[config.mk]
export PLATFORM = sky130hd
export DESIGN_NAME = dip_debounce
export DESIGN_NICKNAME = d
export VERILOG_FILES = /design/src/rtl/dip_debounce_pkg.sv /design/src/rtl/debounce_bit.sv /design/src/rtl/dip_debounce.sv
export SDC_FILE = /design/constraint.sdc
export NUM_CORES = 1
export LEC_CHECK = 0
export ABC_AREA = 1
export CAP_MARGIN = 5
export CORE_UTILIZATION = 45
export CTS_CLUSTER_SIZE = 10
export DETAILED_ROUTE_END_ITERATION = 16
export DONT_BUFFER_PORTS = 1
export SETUP_SLACK_MARGIN = 0.02
export SLEW_MARGIN = 5
export SYNTH_ARGS = -nofsm -noshare
export SYNTH_HDL_FRONTEND = slang
export SYNTH_SLANG_ARGS = --single-unit
[constraint.sdc]
create_clock -name clk -period 3.5 [get_ports clk]
set_input_delay 0.35 -clock clk [delete_from_list [all_inputs] [get_ports clk]]
set_output_delay 0.35 -clock clk [all_outputs]
set_load 0.05 [all_outputs]
[src/rtl/dip_debounce_pkg.sv]
// Shared project constants for the DIP switch debouncer.
// Defaults target the trainer board: 8 switches, 20 ms at 50 MHz.
package dip_debounce_pkg;

    localparam int unsigned DIP_WIDTH           = 8;
    localparam int unsigned DIP_DEBOUNCE_CYCLES = 1000000;

endpackage

[src/rtl/debounce_bit.sv]
// One debounced switch channel: 2-flop synchronizer, stability counter,
// stable level flop and registered rise/fall pulses.
module debounce_bit #(
    parameter int unsigned DEBOUNCE_CYCLES = 16
) (
    input  logic clk,
    input  logic rst_n,
    input  logic raw,
    output logic level,
    output logic rise,
    output logic fall
);

    localparam int unsigned CntW = $clog2(DEBOUNCE_CYCLES);
    localparam logic [CntW-1:0] CntMax = CntW'(DEBOUNCE_CYCLES - 1);

    logic            meta_q, sync_q;
    logic [CntW-1:0] cnt_q, cnt_d;
    logic            level_q, level_d;
    logic            rise_q, rise_d;
    logic            fall_q, fall_d;

    always_ff @(posedge clk or negedge rst_n) begin
        if (!rst_n) begin
            meta_q <= 1'b0;
            sync_q <= 1'b0;
        end else begin
            meta_q <= raw;
            sync_q <= meta_q;
        end
    end

    // Any cycle where the synchronized input matches the stable level restarts the count.
    always_comb begin
        cnt_d   = '0;
        level_d = level_q;
        rise_d  = 1'b0;
        fall_d  = 1'b0;
        if (sync_q != level_q) begin
            if (cnt_q == CntMax) begin
                level_d = sync_q;
                rise_d  = sync_q;
                fall_d  = ~sync_q;
            end else begin
                cnt_d = cnt_q + 1'b1;
            end
        end
    end

    always_ff @(posedge clk or negedge rst_n) begin
        if (!rst_n) begin
            cnt_q   <= '0;
            level_q <= 1'b0;
            rise_q  <= 1'b0;
            fall_q  <= 1'b0;
        end else begin
            cnt_q   <= cnt_d;
            level_q <= level_d;
            rise_q  <= rise_d;
            fall_q  <= fall_d;
        end
    end

    assign level = level_q;
    assign rise  = rise_q;
    assign fall  = fall_q;

endmodule

[src/rtl/dip_debounce.sv]
// Debouncer for a bank of DIP switches; sw_out drives the LEDs, the
// pulse outputs are for later stages.
module dip_debounce
    import dip_debounce_pkg::*;
#(
    parameter int unsigned WIDTH           = DIP_WIDTH,
    parameter int unsigned DEBOUNCE_CYCLES = DIP_DEBOUNCE_CYCLES,
    parameter bit          INVERT          = 1'b0
) (
    input  logic             clk,
    input  logic             rst_n,
    input  logic [WIDTH-1:0] sw_raw,
    output logic [WIDTH-1:0] sw_out,
    output logic [WIDTH-1:0] sw_rise,
    output logic [WIDTH-1:0] sw_fall,
    output logic             changed
);

    logic [WIDTH-1:0] raw_adj;

    // Active-low switches are flipped before synchronization.
    assign raw_adj = sw_raw ^ {WIDTH{INVERT}};

    for (genvar i = 0; i < WIDTH; i++) begin : g_bit
        debounce_bit #(
            .DEBOUNCE_CYCLES(DEBOUNCE_CYCLES)
        ) u_bit (
            .clk  (clk),
            .rst_n(rst_n),
            .raw  (raw_adj[i]),
            .level(sw_out[i]),
            .rise (sw_rise[i]),
            .fall (sw_fall[i])
        );
    end

    assign changed = |(sw_rise | sw_fall);

endmodule

== Yosys cells after proc, flatten, opt, wreduce, memory -nomap -nowiden ==
Index checks and enable logic that the tools add are counted.
Cells by class
  add/sub/neg operators: 8
  eq/ne operators: 16
  mux-type cells: 48
  bitwise operators: 9
  reduce and logical (&&, ||, !) cells: 9
Operators by type and width (count)
  $mux 20: 16
  $add 20x1->20 const B: 8
  $eq 20x20->1 const B: 8
  $mux 1: 32
  $reduce_and 2->1: 8
  $ne 1x1->1: 8
  $not 1->1: 8
  $or 8x8->8: 1
  $reduce_or 8->1: 1
Word-level totals
  register bits: 200
  input bits: 10
  output and inout port bits: 25
  logic and storage cells: 138

== Longest topological paths before layout ==
  word-level depth: 3
  depth in mapped cells: 9

== Cells and area by module ==
From an unflattened synthesis, not the netlist that was laid out.
Second synthesis, totals
  cell total of the unflattened synthesis: 1311
  area total of the unflattened synthesis: 11026.8 µm²
Modules (own cells, without submodules)
  debounce_bit: times used 8, cells an instance 162, area an instance 1371.3 µm², sequential area each 625.6 µm²
  dip_debounce: times used 1, cells an instance 15, area an instance 56.3 µm², sequential area each 0.0 µm²

== Worst setup path before layout ==
Ideal clock, no wire load.
  kind: reg-to-output
  from: reg g_bit[0].u_bit.fall_q
  to: out changed
  arrival: 1129 ps
  required time: 3150 ps
  slack: 2021 ps
  cell stages (with the launch flop): 3
  cells stage by stage: dfrtp_1 nor4_1 nand4_1
On the way
  cells in the longest elaborated chain, start to end: 2
RTL lines
  from (decl): RTL line debounce_bit.sv:21  | logic fall_q, fall_d;
  from (signal assigned): RTL line debounce_bit.sv:60  | fall_q <= fall_d;
  $or 8x8->8: RTL line dip_debounce.sv:37  | assign changed = |(sw_rise | sw_fall);
  $reduce_or 8->1: RTL line dip_debounce.sv:37
  to (decl): RTL line dip_debounce.sv:16  | output logic changed
Every way passes these cells.

== Worst setup path after layout ==
Ends and elaborated chain as after synthesis.

==> impl_results.md <==
* Leading cell type in the layout, fill and taps excluded: nor2_1
* Antenna violations before repair at 1
* TritonCTS clock tree: yes
* Max cap viols at 0
* Netlist cell types at 33
* Setup TNS at 0 ps
* P per Cell Area at 386 nW/µm²
* Number of clock sinks at 200
* Crit path kind: register to output pin
* Synth Cell Area at 10600 µm²
* Die ar. at 24200 µm²
* Vias in the first global route at 7773
* Register bit total from synthesis at 200
* Largest net degree at the start of global routing at 201
* Placed Instance Area at 10800 µm²
* Post-route minimum period at 2240 ps
* # DRC at 0
* I/O pin total at 35
* Final setup margin at 1260 ps
* Clock Tree Root: clkbuf_16
* CP endpoint kind: output pin
* Filler cell count in the final layout at 2231
* DR pass1 iterations at 5
* Critical path's largest stage delay at 600 ps
* Starting DRC count in detailed routing at 575
* Post-CTS Setup Bufs at 0
* H-tree depth at 4
* Register area share after synthesis at 47.2%
* CTS Buf Count at 17
* Worst path slowest cell: dfrtp_1
* DR vias/cell at 4.83
* Post-route cell area at 11500 µm²
* Failing checks: negative hold slack
* Critical Path, Cell by Cell: nor4_1, buf_4, nand4_1, buf_4
* Post-CTS Resized at 0
* Footprint of the multi-input gates at 4940 µm²
* Worst vdd ir at 0.273 mV
* CP max FO at 2
* Pins Over Slew Limit at 0
* Port Buffers at 0
* Post-route clock skew at 14.7 ps
* Worst Hold Class: input port to async pin
* GP Congestion at 0.865
* Routed WL at 21700 µm
* Rows at 55
* N_diodes at 0
* Most used cell, CP: buf_4
* Share of cells above drive strength 1 at 9.16%
* Clock Path Buffers at 2
* Status: finished with violations
* Leak Pwr at 4.84 nW
* Hold buffer count at cts at 8
* Yosys warnings at 0
* Final period util at 64.0%
* Commonest non-fill, non-tap cells in the layout: nor2_1 (363), nand2_1 (216), dfrtp_1 (200), nand3_1 (141), inv_1 (118)
* Slew margin rel. at 57.8%
* Register Area at 5000 µm²
* Core area at 22800 µm²
* GRT overflow at 0
* Worst Path Arrival at 1890 ps
* Mean routed wirelength per cell at 13.0 µm
* Initial Utilization at 46.4%
* Worst-Margin Slew at 633 ps
* Global Route Usage Sum at 19.3%
* Routed vias at 8053
* Max Clk Rate at 447 MHz
* Syn Nets at 1353
* Die outline width at 155 µm
* Die Y at 155 µm
* Final setup viols at 0
* Synth Area per Inst at 7.94 µm²
* Mapped Cells at 1335
* Hpwl dp at 15700 µm
* Power, Total at 4.45 mW
* Routed Antenna Nets at 0
* Startpoint types: register
* Fin. Hold Viols at 200
* Dpl ws at 1670 ps
* Clk_lat worst skew at 430 ps
* Critical path data required time at 3150 ps
* Hold slack at -386 ps
* CTS clk-pin slew, worst paths at 70 ps
* RSZ-0062 raised after global routing: false
* Area growth syn-to-layout at 8.66%
* Post-layout net count at 1358
* First-pass GRT wire length at 37400 µm
per-stage QoR:
stage	utilization [%]	std cells
finish	50.4	1666
CTS	50.4	1666
global placement	47.5	1626
floorplan	-	1335
detailed placement	47.5	1626
global route	50.4	1666
final timing paths:
check	start	end	cells past startpoint	slack [ps]
max reg2reg	g_bit[5].u_bit.cnt_q[0]	g_bit[5].u_bit.cnt_q[6]	6	1680
min reg2reg	g_bit[0].u_bit.meta_q	g_bit[0].u_bit.sync_q	0	360
min in group clk	g_bit[0].u_bit.meta_q	g_bit[0].u_bit.sync_q	0	360
min	rst_n	g_bit[2].u_bit.meta_q	0	-390
max in group asynchronous	rst_n	g_bit[7].u_bit.cnt_q[15]	0	3520
max	g_bit[0].u_bit.fall	changed	4	1260
cell type report:
type                            count  share of cell area (%)
Clock buffer                       18                    3.73
Clock inverter                     14                    1.44
Inverter                          122                    3.98
Multi-Input combinational cell    984                    42.9
Sequential cell                   200                    43.5
Tap cell                          313                    3.40
Timing Repair Buffer               15                    1.15
sequential cells by signal (all words and copies together) (netlist names):
| name | flops |
|---|---|
| g_bit.u_bit.sync_q | 8 |
| g_bit.u_bit.meta_q | 8 |
| g_bit.u_bit.cnt_q | 160 |
| g_bit.u_bit.rise | 8 |
| g_bit.u_bit.level | 8 |
| g_bit.u_bit.fall | 8 |
cells by family after synthesis:
kind of cell / count (synthesis) / synth area share, %
AOI/OAI and AO/OA: 39 / 2.01
xor gates and xnor gates: 79 / 6.53
adders and majority gates: 8 / 0.944
buffers and inverters: 151 / 6.22
DFF: 200 / 47.2
and+or+nand+nor: 858 / 37.1
per-layer routing:
metal	share of wire, %	wire, µm	GRT usage (%)
met1	51	11000	27.2
met2	45	9790	30.0
met3	2.6	573	3.65
met4	1.4	306	6.40
met5	0.060	13	0
cell usage after synthesis, drive strengths merged:
master / instances / share of area [%]
nand4: 14 / 0.83
o21ai: 6 / 0.28
and2: 3 / 0.18
inv: 122 / 4.3
nand2: 237 / 9.1
xor2: 46 / 3.8
nand3: 157 / 8.4
dfrtp: 200 / 47
nor3b: 5 / 0.45
ha: 8 / 0.94
clkbuf: 3 / 0.11
nor2: 404 / 16
xnor2: 33 / 2.7
o21bai: 7 / 0.50
a21oi: 26 / 1.2
or2: 3 / 0.18
nand3b: 2 / 0.14
nor3: 29 / 1.4
nor4: 4 / 0.24
buf: 26 / 1.8
critical path: cells and delay by family (launching register included):
family / cells / cell delay [ps]
flops: 1 / 600
simple gates: 2 / 470
buf+inv: 2 / 380
power by group:
| part | total (mW) | switching (mW) | internal [mW] | leakage (nW) |
|---|---|---|---|---|
| sequential | 2.37 | 0.0268 | 2.34 | 2.74 |
| combinational | 0.108 | 0.0667 | 0.0412 | 1.81 |
| clock | 1.97 | 0.900 | 1.07 | 0.290 |
Note: power is estimated with default switching activity, not from simulation.
